File: src/rtl/bmp_ram_streamer_if.sv
// rtl/bmp_ram_streamer_if.sv - RAM read port and byte-stream bundle for bmp_ram_streamer
//
// Purpose: groups the result-RAM read port and the outgoing byte stream.
// Signals:
//   RAM_ren    streamer -> RAM   read enable
//   RAM_addr   streamer -> RAM   read address
//   RAM_out    RAM -> streamer   read data, valid one cycle after RAM_ren
//   out_valid  streamer -> sink  out_data holds a valid byte
//   out_ready  sink -> streamer  byte accepted when out_valid && out_ready
//   out_data   streamer -> sink  streamed byte
//   out_last   streamer -> sink  final byte of the image
// Modports: master = streamer side, slave = RAM + sink side.

interface bmp_ram_streamer_if #(
  parameter int BYTE_WIDTH = 8,
  parameter int ADDR_WIDTH = 20
);
  logic                  RAM_ren;
  logic [ADDR_WIDTH-1:0] RAM_addr;
  logic [BYTE_WIDTH-1:0] RAM_out;
  logic                  out_valid;
  logic                  out_ready;
  logic [BYTE_WIDTH-1:0] out_data;
  logic                  out_last;

  modport master (
    output RAM_ren, RAM_addr,
    input  RAM_out,
    output out_valid, out_data, out_last,
    input  out_ready
  );

  modport slave (
    input  RAM_ren, RAM_addr,
    output RAM_out,
    input  out_valid, out_data, out_last,
    output out_ready
  );
endinterface

File: src/rtl/bmp_ram_streamer.sv
// rtl/bmp_ram_streamer.sv - streams a BMP image (header + pixels) out of the result RAM
//
// Purpose: reads addresses 0..TOTAL_SIZE-1 from the result RAM in order and emits
//   each byte on a valid/ready stream. A 2-entry prefetch FIFO hides the one-cycle
//   RAM read latency and absorbs sink backpressure.
// Ports:
//   clk        system clock, rising edge
//   rst        synchronous active-high reset
//   in_valid   start pulse, only sampled while idle
//   threshold  binarization level (only when BMP_BINARIZE_EN is defined)
//   done       one-cycle pulse after the final byte has been accepted
//   bus        bmp_ram_streamer_if.master: RAM read port + output byte stream
// Configuration macro: BMP_BINARIZE_EN - pixel bytes (address >= HEADER_SIZE) are
//   forced to all-ones / zero against threshold when they enter the FIFO.

module bmp_ram_streamer #(
  parameter int BYTE_WIDTH  = 8,
  parameter int ADDR_WIDTH  = 20,
  parameter int HEADER_SIZE = 54,
  parameter int TOTAL_SIZE  = 786486
) (
  input  logic                  clk,
  input  logic                  rst,
  input  logic                  in_valid,
`ifdef BMP_BINARIZE_EN
  input  logic [BYTE_WIDTH-1:0] threshold,
`endif
  output logic                  done,
  bmp_ram_streamer_if.master    bus
);

  localparam logic [ADDR_WIDTH-1:0] LAST_ADDR = ADDR_WIDTH'(TOTAL_SIZE - 1);

  typedef enum logic [1:0] {
    IDLE,
    FETCH,
    DRAIN,
    FINISH
  } state_t;

  state_t                state_q;
  state_t                state_nxt;
  logic [ADDR_WIDTH-1:0] addr_q;

  // Read issued last cycle; its data is on RAM_out this cycle.
  logic                  inflight_q;
  logic                  inflight_last_q;
`ifdef BMP_BINARIZE_EN
  logic                  inflight_hdr_q;
`endif

  logic [BYTE_WIDTH-1:0] fifo_data [2];
  logic                  fifo_last [2];
  logic                  rd_ptr_q;
  logic                  wr_ptr_q;
  logic [1:0]            count_q;

  logic                  ren;
  logic                  pop;
  logic                  push;
  logic [2:0]            occupancy;
  logic [BYTE_WIDTH-1:0] push_data;

  assign pop  = (count_q != 2'd0) && bus.out_ready;
  assign push = inflight_q;

  // Slots committed after this cycle: stored bytes plus the read in flight,
  // minus the byte leaving now. pop implies count_q >= 1, so no underflow.
  assign occupancy = {1'b0, count_q} + {2'b00, inflight_q} - {2'b00, pop};

`ifdef BMP_BINARIZE_EN
  always_comb begin
    push_data = bus.RAM_out;
    if (!inflight_hdr_q) begin
      push_data = (bus.RAM_out >= threshold) ? {BYTE_WIDTH{1'b1}} : {BYTE_WIDTH{1'b0}};
    end
  end
`else
  assign push_data = bus.RAM_out;
`endif

  always_comb begin
    state_nxt = state_q;
    ren       = 1'b0;
    done      = 1'b0;
    case (state_q)
      IDLE: begin
        if (in_valid) state_nxt = FETCH;
      end
      FETCH: begin
        ren = (occupancy < 3'd2);
        if (ren && (addr_q == LAST_ADDR)) state_nxt = DRAIN;
      end
      DRAIN: begin
        if (pop && fifo_last[rd_ptr_q]) state_nxt = FINISH;
      end
      FINISH: begin
        done      = 1'b1;
        state_nxt = IDLE;
      end
      default: state_nxt = IDLE;
    endcase
  end

  always_ff @(posedge clk) begin
    if (rst) begin
      state_q         <= IDLE;
      addr_q          <= '0;
      inflight_q      <= 1'b0;
      inflight_last_q <= 1'b0;
`ifdef BMP_BINARIZE_EN
      inflight_hdr_q  <= 1'b0;
`endif
      rd_ptr_q        <= 1'b0;
      wr_ptr_q        <= 1'b0;
      count_q         <= 2'd0;
      for (int i = 0; i < 2; i++) begin
        fifo_data[i] <= '0;
        fifo_last[i] <= 1'b0;
      end
    end else begin
      state_q    <= state_nxt;
      inflight_q <= ren;

      if (ren) begin
        inflight_last_q <= (addr_q == LAST_ADDR);
`ifdef BMP_BINARIZE_EN
        inflight_hdr_q  <= (addr_q < ADDR_WIDTH'(HEADER_SIZE));
`endif
        // Address parks on the last byte; it is rewound when the frame ends.
        if (addr_q != LAST_ADDR) addr_q <= addr_q + 1'b1;
      end else if (state_q == FINISH) begin
        addr_q <= '0;
      end

      if (push) begin
        fifo_data[wr_ptr_q] <= push_data;
        fifo_last[wr_ptr_q] <= inflight_last_q;
        wr_ptr_q            <= ~wr_ptr_q;
      end
      if (pop) rd_ptr_q <= ~rd_ptr_q;

      case ({push, pop})
        2'b10:   count_q <= count_q + 2'd1;
        2'b01:   count_q <= count_q - 2'd1;
        default: count_q <= count_q;
      endcase
    end
  end

  assign bus.RAM_ren   = ren;
  assign bus.RAM_addr  = addr_q;
  assign bus.out_valid = (count_q != 2'd0);
  assign bus.out_data  = fifo_data[rd_ptr_q];
  // The head slot keeps its tag after the frame drains, so qualify it.
  assign bus.out_last  = (count_q != 2'd0) && fifo_last[rd_ptr_q];

endmodule

File: src/flat_wrapper.sv
// flat-port wrapper written by rule: the top's interface ports become plain ports
module bmp_ram_streamer_flat 
#(
  parameter int BYTE_WIDTH  = 8,
  parameter int ADDR_WIDTH  = 20,
  parameter int HEADER_SIZE = 54,
  parameter int TOTAL_SIZE  = 786486
)
  (clk, rst, in_valid, done, bus_RAM_ren, bus_RAM_addr, bus_RAM_out, bus_out_valid, bus_out_data, bus_out_last, bus_out_ready);
  bmp_ram_streamer_if #(.BYTE_WIDTH(BYTE_WIDTH), .ADDR_WIDTH(ADDR_WIDTH)) bus_i ();
  input  logic clk;
  input  logic rst;
  input  logic in_valid;
  output logic done;
  output wire logic [$bits(bus_i.RAM_ren)-1:0] bus_RAM_ren;
  output wire logic [$bits(bus_i.RAM_addr)-1:0] bus_RAM_addr;
  input wire logic [$bits(bus_i.RAM_out)-1:0] bus_RAM_out;
  output wire logic [$bits(bus_i.out_valid)-1:0] bus_out_valid;
  output wire logic [$bits(bus_i.out_data)-1:0] bus_out_data;
  output wire logic [$bits(bus_i.out_last)-1:0] bus_out_last;
  input wire logic [$bits(bus_i.out_ready)-1:0] bus_out_ready;
  assign bus_RAM_ren = bus_i.RAM_ren;
  assign bus_RAM_addr = bus_i.RAM_addr;
  assign bus_i.RAM_out = bus_RAM_out;
  assign bus_out_valid = bus_i.out_valid;
  assign bus_out_data = bus_i.out_data;
  assign bus_out_last = bus_i.out_last;
  assign bus_i.out_ready = bus_out_ready;
  bmp_ram_streamer #(.BYTE_WIDTH(BYTE_WIDTH), .ADDR_WIDTH(ADDR_WIDTH), .HEADER_SIZE(HEADER_SIZE), .TOTAL_SIZE(TOTAL_SIZE)) u_core (.clk(clk), .rst(rst), .in_valid(in_valid), .done(done), .bus(bus_i));
endmodule
File: config.mk
export PLATFORM = sky130hd
export DESIGN_NAME = bmp_ram_streamer_flat
export DESIGN_NICKNAME = d
export VERILOG_FILES = /design/src/rtl/bmp_ram_streamer_if.sv /design/src/rtl/bmp_ram_streamer.sv /design/src/flat_wrapper.sv
export SDC_FILE = /design/constraint.sdc
export NUM_CORES = 1
export LEC_CHECK = 0
export ABC_AREA = 1
export CAP_MARGIN = 20
export CORE_MARGIN = 2
export CORE_UTILIZATION = 39
export DETAILED_ROUTE_END_ITERATION = 7
export REMOVE_ABC_BUFFERS = 1
export SLEW_MARGIN = 15
export SYNTH_ARGS = -nofsm -noshare
export SYNTH_HDL_FRONTEND = slang
export SYNTH_SLANG_ARGS = --single-unit
export TNS_END_PERCENT = 1
File: constraint.sdc
create_clock -name clk -period 4.3 [get_ports clk]
set_input_delay 0.645 -clock clk [delete_from_list [all_inputs] [get_ports clk]]
set_output_delay 0.645 -clock clk [all_outputs]
set_load 0.02 [all_outputs]
==> run_results.csv, run 1 <==
group,metric,value,unit
worst_setup_path,worstPathMaxFanout,4,
placement,place_congestion,0.7989,
route,drt_iter0_drc,106,
global_routing,gr-total-overflow,0,
clocking,cts_root_buf,"clkbuf_8",
synthesis,ys_ff_latch,47,
worst_setup_path,worstPathRequired,3.65,ns
sta,clock_skew,0.01138,ns
pwr,p_int,843.7,uW
synthesis,yosysWarnings,0,
sta,tns,0,ns
sta,finalHoldViolCount,0,
pwr,switching_share,0.3455,
route,viasPerCell,4.927,
sta,slew_headroom,0.6997,
cells_and_area,seqCellArea,0.001121,mm2
placement,dp_cells,433,
worst_setup_path,ff2ff_setup_slack,1.43,ns
pwr,p_clk_frac,0.260,
floorplan,die_area,0.007140,mm2
clocking,cts.sinks,47,
cells_and_area,drive_gt1_frac,0.1209,
cells_and_area,fillerInstances,632,
global_routing,first_global_vias,2080,
pwr,p_switching,445.4,uW
clocking,postCtsSetupBuffers,0,
run_status,outcome,"complete, no violations",
synthesis,syn_avg_cell_area,7.923,um2
global_routing,grt_max_degree,23,
cells_and_area,antennaDiodeCount,0,
worst_setup_path,worstSetupStartpointType,"input port",
route,dr.pass1.iters,4,
floorplan,rows,29,
route,vias,2173,
sta,drv_slew,0,
floorplan,start_util,0.4003,
sta,rsz0062_at_grt,"no",
synthesis,synthCells,319,
route,routedWlPerCell,12.62,um
worst_setup_path,crit_type,"input port to output pin",
synthesis,yosysTopAreaCellShare,0.2297,
cells_and_area,multi_input_area,0.001209,mm2
job,maxCapViolCount,0,
pwr,vdd_ir_drop_max,0.1878,mV
clocking,tritoncts,"built",
route,totalWireLength,5.566,mm
global_routing,antenna_found_initial,0,
route,final_antenna_net_count,0,
synthesis,ys_types,34,
synthesis,ys_seq_area_frac,0.4436,
synthesis,syn_area,0.002527,mm2
sta,clock.fmax,262.9,MHz
floorplan,fp.coreArea,0.006314,mm2
route,drc,0,
global_routing,grt_use_total,0.1627,
floorplan,die_w,84.50,um
synthesis,yosys.area.top_type,"dfxtp_1",
clocking,clock_path_buffers,2,
hold_path,hold_path_class,"flip-flop to flip-flop",
sta,max_slew.worst_pin.slew,0.4498,ns
worst_setup_path,worstPathArrival,3.16,ns
floorplan,ios,44,
pwr,comb_power_share,0.316,
cells_and_area,area_growth,23.81,%
global_routing,met2_usage,0.2827,
sta,min_period,3.804,ns
clocking,clk_latency,0.30,ns
placement,io_buffers,43,
pwr,power.density,412.0,mW/mm2
sta,timing.final.crit_share,0.8846,
synthesis,synth_top_cells_by_area,"dfxtp_1 (23%), edfxtp_1 (21%), nor2_1 (9.2%), nand2_1 (7.9%), nand3_1 (6.9%)",
global_routing,use_met1,0.2070,
pwr,pwr-share-seq,0.424,
cells_and_area,nets,382,
cells_and_area,stdcell_count,441,
placement,post-dp-hpwl,4.027,mm
pwr,leakage,0.001202,uW
clocking,clkSlewWorstSetupHoldPaths,0.09,ns
clocking,cts_hold_buffers,0,
sta,setup_viol,0,
clocking,cts_resized,0,
worst_setup_path,end_kind,"output pin",
clocking,cts_max_level,2,
global_routing,busiest_layer,"met2",
clocking,numCtsBuffers,5,
floorplan,fp.dieH,84.50,um
sta,holdWs,0.4723,ns
global_routing,grt_pass1_wl,9.439,mm
global_routing,grt.met3_usage,0.02852,
cell families (layout without fill, tap and decap cells):
group	count (synthesis)	in the layout	synth area share
flip-flops	47	47	0.4436
adder cells (fa/ha/maj)	7	7	0.03762
AND/OR/NAND/NOR	173	173	0.3168
XOR/XNOR	2	2	0.006932
AO/OA/AOI/OAI	37	37	0.08119
multiplexers	8	8	0.03564
buffers and inverters	45	90	0.07821
flip-flops by register name (all words and copies together) (netlist names), named ones only:
signal,cells
u_core.wr_ptr_q,1
u_core.inflight_q,1
u_core.bus.RAM_addr,20
u_core.count_q,2
u_core.rd_ptr_q,1
u_core.state_q,2
u_core.fifo_last,2
u_core.inflight_last_q,1
u_core.fifo_data,16
cell usage after synthesis (all sizes together):
master and n:
fa 1, nand3 39, nor3b 1, edfxtp 18, nand4 4, ha 6, o31ai 1, nand2 58
a22oi 1, clkinv 1, dfxtp 29, nand3b 1, a21oi 27, a31o 2, clkbuf 3, xor2 2
mux2 8, o21ai 5, nor3 2, and2 1, or2 2, buf 6, nor2 65, o211ai 1
inv 35
stage by stage:
stage / area, um2 / setup slack [ns] / utilization / power [uW]
final: 3129 / 0.4960 / 0.4956 / 1289
after global routing: 3129 / 0.3024 / 0.4956 / 1374
after CTS: 3129 / 0.4914 / 0.4956 / 1309
after detailed placement: 3014 / 0.5067 / 0.4774 / 967.5
after global placement: 3014 / 0.5446 / 0.4774 / 963.3
after floorplan: 2465 / 1.580 / - / 823.4
metal layers:
layer / up-vias / routed length (um)
met1: 985 / 2576
met4: 0 / 70
met2: 52 / 2663
met5: - / 0
li1: 1128 / -
met3: 8 / 257
cell usage in the layout (no fill, tap or decap), types with 8 or more instances in the layout:
master            n
a21oi_1          27
clkdlybuf4s50_1  43
dfxtp_1          29
edfxtp_1         18
inv_1            29
mux2_2            8
nand2_1          53
nand3_1          35
nor2_1           62
cell type report:
| cell class | instances | share of cell area |
|---|---|---|
| multi-input combinational | 227 | 0.3862 |
| sequential | 47 | 0.3583 |
| timing repair buffer | 46 | 0.1447 |
| inverter | 36 | 0.04318 |
| tap | 77 | 0.03079 |
| clock buffer | 5 | 0.02199 |
| clock inverter | 3 | 0.01479 |
worst max-delay path, cell delays in order:
cell,delay [ns]
clkdlybuf4s50_1,0.49
nand2_1,0.09
nor2_1,0.21
nor2_1,0.10
nor2_1,0.09
inv_1,0.07
fa_1,0.49
nand2_1,0.06
nor2_2,0.12
nand2_2,0.11
inv_2,0.08
clkdlybuf4s50_1,0.59
final timing paths:
| path | from | depth (start not counted) | to |
|---|---|---|---|
| worst min register to register | u_core.rd_ptr_q | 1 | u_core.rd_ptr_q |
| worst max register to register | u_core.count_q[1] | 18 | u_core.bus.RAM_addr[19] |
| worst min-delay path | u_core.rd_ptr_q | 1 | u_core.rd_ptr_q |
| worst max-delay path | bus_out_ready | 12 | bus_RAM_ren |
power groups by stage:
stage / Sequential, uW / Clock (uW) / Combinational [uW]
4_1_cts: 548 / 349 / 412
6_report: 547 / 335 / 407
5_1_grt: 553 / 364 / 457
3_3_place_gp: 557 / 0 / 406
2_1_floorplan: 554 / 0 / 270
3_5_place_dp: 558 / 0 / 409
(Power assumes the default switching activity.)
==> run 2, diff against run 1 <==
- CORE_UTILIZATION: 39 -> 55
- PLACE_DENSITY: not set -> 0.83
- SLEW_MARGIN: 15 -> 20
==> run_results.csv, run 2 (synthesis results as in run 1) <==
group,metric,value,unit
clocking,cts_resized,0,
route,routedWlPerCell,13.44,um
route,drc,0,
clocking,numCtsBuffers,5,
clocking,cts.sinks,47,
cells_and_area,final_common_cell,"nor2_1",
clocking,cts_max_level,2,
global_routing,grt_max_degree,23,
global_routing,antenna_found_initial,0,
floorplan,start_util,0.5765,
pwr,power.density,419.8,mW/mm2
sta,max_slew.worst_pin.slew,0.4091,ns
worst_setup_path,crit_type,"input port to output pin",
global_routing,first_global_vias,2077,
pwr,pwr-share-seq,0.420,
clocking,clkSlewWorstSetupHoldPaths,0.09,ns
worst_setup_path,worstSetupStartpointType,"input port",
worst_setup_path,worstPathRequired,3.65,ns
cells_and_area,largest_register_ffs,20,
global_routing,gr-total-overflow,0,
placement,place_area,0.002983,mm2
cells_and_area,layout_common_cells,"nor2_1 (62), nand2_1 (53), clkdlybuf4s50_1 (43), nand3_1 (35)",
sta,slew_headroom,0.7266,
cells_and_area,antennaDiodeCount,0,
global_routing,grt_use_total,0.2310,
worst_setup_path,cpMostUsedCell,"nor2_1",
floorplan,ios,44,
cells_and_area,drive_gt1_frac,0.1209,
pwr,p_switching,457.0,uW
clocking,clock_path_buffers,2,
route,viasPerCell,5.387,
route,final_antenna_net_count,0,
pwr,p_int,843.5,uW
worst_setup_path,ff2ff_setup_slack,1.36,ns
pwr,leakage,0.001202,uW
route,totalWireLength,5.592,mm
sta,holdWs,0.4780,ns
cells_and_area,fillerInstances,371,
placement,io_buffers,43,
sta,min_period,3.833,ns
clocking,clk_latency,0.31,ns
sta,finalHoldViolCount,0,
global_routing,grt_pass1_wl,9.190,mm
sta,clock.fmax,260.9,MHz
placement,place_congestion,0.9358,
cells_and_area,area_growth,22.57,%
hold_path,hold_path_class,"flip-flop to flip-flop",
clocking,postCtsSetupBuffers,0,
sta,timing.final.crit_share,0.8913,
worst_setup_path,worst_path_max_delay_cell,"clkdlybuf4s50_1",
route,dr.pass1.iters,4,
worst_setup_path,end_kind,"output pin",
sta,clock_skew,0.008164,ns
cells_and_area,nets,382,
worst_setup_path,worstPathArrival,3.19,ns
floorplan,die_area,0.005154,mm2
run_status,outcome,"complete, no violations",
sta,rsz0062_at_grt,"no",
sta,drv_slew,0,
floorplan,rows,24,
pwr,vdd_ir_drop_max,0.2203,mV
pwr,comb_power_share,0.319,
job,maxCapViolCount,0,
worst_setup_path,slowest_delay,0.61,ns
cells_and_area,fin_area,0.003098,mm2
sta,tns,0,ns
clocking,cts_hold_buffers,0,
pwr,switching_share,0.3514,
cells_and_area,final_util,0.7066,
worst_setup_path,worstPathCellList,"clkdlybuf4s50_1, nand2_1, nor2_1, nor2_1, nor2_1, inv_1, fa_1, nand2_1, nor2_2, nand2_2, inv_2, clkdlybuf4s50_1",
floorplan,fp.coreArea,0.004384,mm2
placement,post-dp-hpwl,4.006,mm
clocking,cts_root_buf,"clkbuf_8",
route,vias,2241,
pwr,power,1301,uW
worst_setup_path,worstPathMaxFanout,4,
floorplan,fp.dieH,71.79,um
floorplan,die_w,71.79,um
sta,setup_viol,0,
clocking,tritoncts,"built",
pwr,p_clk_frac,0.261,
route,drt_iter0_drc,114,
## run 2: cell counts in the layout (fill, tap and decap cells not counted)
No cell type changed its count.
## run 2: layout make-up
class	count	area [um2]	share of cell area
clock buffer	5	68.82	0.02221
multi-input combinational	227	1209	0.3901
tap	52	65.06	0.02100
timing repair buffer	46	452.9	0.1462
sequential	47	1121	0.3619
inverter	36	135.1	0.04362
clock inverter	3	46.29	0.01494
## run 2: power by group through the flow
| stage | registers (uW) | clock network (uW) | logic (uW) |
|---|---|---|---|
| floorplan | 554 | 0 | 270 |
| global placement | 556 | 0 | 403 |
| detailed placement | 557 | 0 | 413 |
| CTS | 548 | 341 | 416 |
| global route | 554 | 358 | 461 |
| finish | 546 | 339 | 415 |
## run 2: final timing paths
kind                      from  cells after the start                     end
max              bus_out_ready                     12             bus_RAM_ren
min            u_core.rd_ptr_q                      1         u_core.rd_ptr_q
max reg2reg  u_core.count_q[1]                     18  u_core.bus.RAM_addr[7]
min reg2reg    u_core.rd_ptr_q                      1         u_core.rd_ptr_q
## run 2: worst max-delay path: cells and delay by family
| kind | cells | cell delay, ns |
|---|---|---|
| fa+ha+maj | 1 | 0.49 |
| buf+inv | 4 | 1.26 |
| simple gates | 7 | 0.80 |
## run 2: per-layer routing
metal  vias up  wire length [um]  global-route usage
met2        70              2820              0.3879
met5         -                 0                   0
met4         0               136              0.1384
met1      1024              2291              0.2760
met3        13               343             0.04079
li1       1134                 -                   -
## run 2: metrics by stage
stage	worst slack (ns)	instances
detailed placement	0.4964	408
global placement	0.5473	408
floorplan	1.580	310
finish	0.4672	416
CTS	0.4427	416
global route	0.2691	416
==> run 3, diff against run 2 <==
- CORE_ASPECT_RATIO: not set -> 1.75
==> run_results.csv, run 3 (synthesis results as in run 1) <==
group,metric,value,unit
worst_setup_path,path_buf_inv,4,
worst_setup_path,worstPathRequired,3.65,ns
cells_and_area,drive_gt1_frac,0.1209,
sta,finalWorstSetupSlack,0.5149,ns
clocking,clkSlewWorstSetupHoldPaths,0.08,ns
route,vias,2225,
clocking,cts.sinks,47,
clocking,cts_hold_buffers,0,
sta,clock_skew,0.006417,ns
route,final_antenna_net_count,0,
pwr,power.density,430.3,mW/mm2
route,drc,0,
global_routing,first_global_vias,2106,
worst_setup_path,ff2ff_path_depth,18,
worst_setup_path,ff2ff_setup_slack,1.47,ns
sta,max_slew.worst_pin.slew,0.4533,ns
cells_and_area,largest_register_ffs,20,
route,dr.pass1.iters,4,
sta,finalHoldViolCount,0,
worst_setup_path,worstPathMaxFanout,4,
sta,slew_headroom,0.6967,
hold_path,worstHoldPathCells,1,
clocking,cts_root_buf,"clkbuf_8",
floorplan,ios,44,
global_routing,antenna_found_initial,0,
placement,post-dp-hpwl,4.144,mm
floorplan,rows,32,
floorplan,die_area,0.005175,mm2
cells_and_area,area_growth,23.37,%
sta,tns,0,ns
floorplan,fp.coreArea,0.004404,mm2
floorplan,start_util,0.5739,
clocking,cts_resized,0,
worst_setup_path,crit_family,"buffers and inverters",
cells_and_area,nets,382,
placement,place_congestion,0.8684,
route,viasPerCell,5.361,
worst_setup_path,cpMostUsedCell,"nor2_1",
pwr,vdd_ir_drop_max,0.2886,mV
global_routing,grt_use_total,0.2234,
sta,setup_viol,0,
worst_setup_path,worst_path_max_delay_cell,"clkdlybuf4s50_1",
clocking,postCtsSetupBuffers,0,
clocking,cts_max_level,2,
floorplan,fp.dieH,93.68,um
hold_path,min_from,"u_core.rd_ptr_q",
worst_setup_path,slowest_delay,0.61,ns
global_routing,grt_pass1_wl,9.108,mm
placement,io_buffers,43,
route,routedWlPerCell,13.37,um
clocking,clock_path_buffers,2,
sta,min_period,3.785,ns
pwr,leakage,0.001211,uW
cells_and_area,layout_common_cells,"nor2_1 (62), nand2_1 (53), clkdlybuf4s50_1 (43), nand3_1 (35)",
worst_setup_path,worstReg2RegStart,"u_core.count_q[1]",
worst_setup_path,crit_type,"input port to output pin",
sta,rsz0062_at_grt,"no",
sta,clock.fmax,264.2,MHz
floorplan,die_w,55.25,um
clocking,tritoncts,"built",
cells_and_area,final_common_cell,"nor2_1",
worst_setup_path,crit_cells,12,
cells_and_area,fillerInstances,373,
worst_setup_path,end_kind,"output pin",
sta,timing.final.crit_share,0.8803,
route,totalWireLength,5.547,mm
worst_setup_path,r2r_end,"u_core.bus.RAM_addr[7]",
hold_path,hold_path_class,"flip-flop to flip-flop",
global_routing,gr-total-overflow,0,
sta,drv_slew,0,
cells_and_area,antennaDiodeCount,0,
placement,preCtsSetupSlack,0.4951,ns
hold_path,holdPathEnd,"u_core.rd_ptr_q",
route,drt_iter0_drc,95,
clocking,clk_latency,0.30,ns
job,maxCapViolCount,0,
clocking,numCtsBuffers,5,
worst_setup_path,worstSetupStartpointType,"input port",
global_routing,grt_max_degree,23,
run_status,outcome,"complete, no violations",
worst_setup_path,worstPathCellList,"clkdlybuf4s50_1, nand2_1, nor2_1, nor2_1, nor2_1, inv_1, fa_1, nand2_1, nor2_2, nand2_2, inv_2, clkdlybuf4s50_1",
worst_setup_path,worstPathArrival,3.14,ns
-- run 3: cell count changes in the layout (fill, tap and decap cells not counted), sizes merged --
cell,before,now
bufinv,1,2
inv,36,35
-- run 3: worst max-delay path by stage --
stage,startpoint,to
after global placement,bus_out_ready,bus_RAM_ren
after CTS,bus_out_ready,bus_RAM_ren
after global routing,bus_out_ready,bus_RAM_ren
after floorplan,u_core.count_q[1],bus_RAM_ren
final,bus_out_ready,bus_RAM_ren
after detailed placement,bus_out_ready,bus_RAM_ren
-- run 3: layer usage --
layer,up-vias,track usage,part of all wire,wire (um)
li1,1132,-,-,-
met1,1011,0.2204,0.37,2076
met2,65,0.4127,0.54,2980
met3,17,0.03581,0.042,232
met4,0,0.1606,0.047,258
met5,-,0,0,0
-- run 3: through the flow --
stage	hold slack [ns]	power (uW)	util	instance area, um2	cells
floorplan	0.4252	823.4	-	2465	310
global placement	0.4422	958.7	0.6770	2982	407
detailed placement	0.4558	969.5	0.6770	2982	407
CTS	0.4713	1351	0.7080	3118	415
global route	0.5067	1411	0.7080	3118	415
finish	0.4808	1342	0.7080	3118	415
-- run 3: layout make-up --
cell class	count	area, um2	share of cell area
timing repair buffer	46	452.9	0.1453
sequential	47	1121	0.3596
multi-input combinational	227	1209	0.3876
inverter	36	135.1	0.04334
clock inverter	3	67.56	0.02167
clock buffer	5	68.82	0.02207
tap	51	63.81	0.02047
-- run 3: power breakdown --
| group | leakage [uW] | switching, uW | internal, uW | total [uW] |
|---|---|---|---|---|
| registers | 0.000421 | 41.1 | 508 | 549 |
| clock network | 0.0000644 | 150 | 232 | 382 |
| logic | 0.000726 | 250 | 161 | 411 |
| total | 0.00121 | 441 | 901 | 1340 |
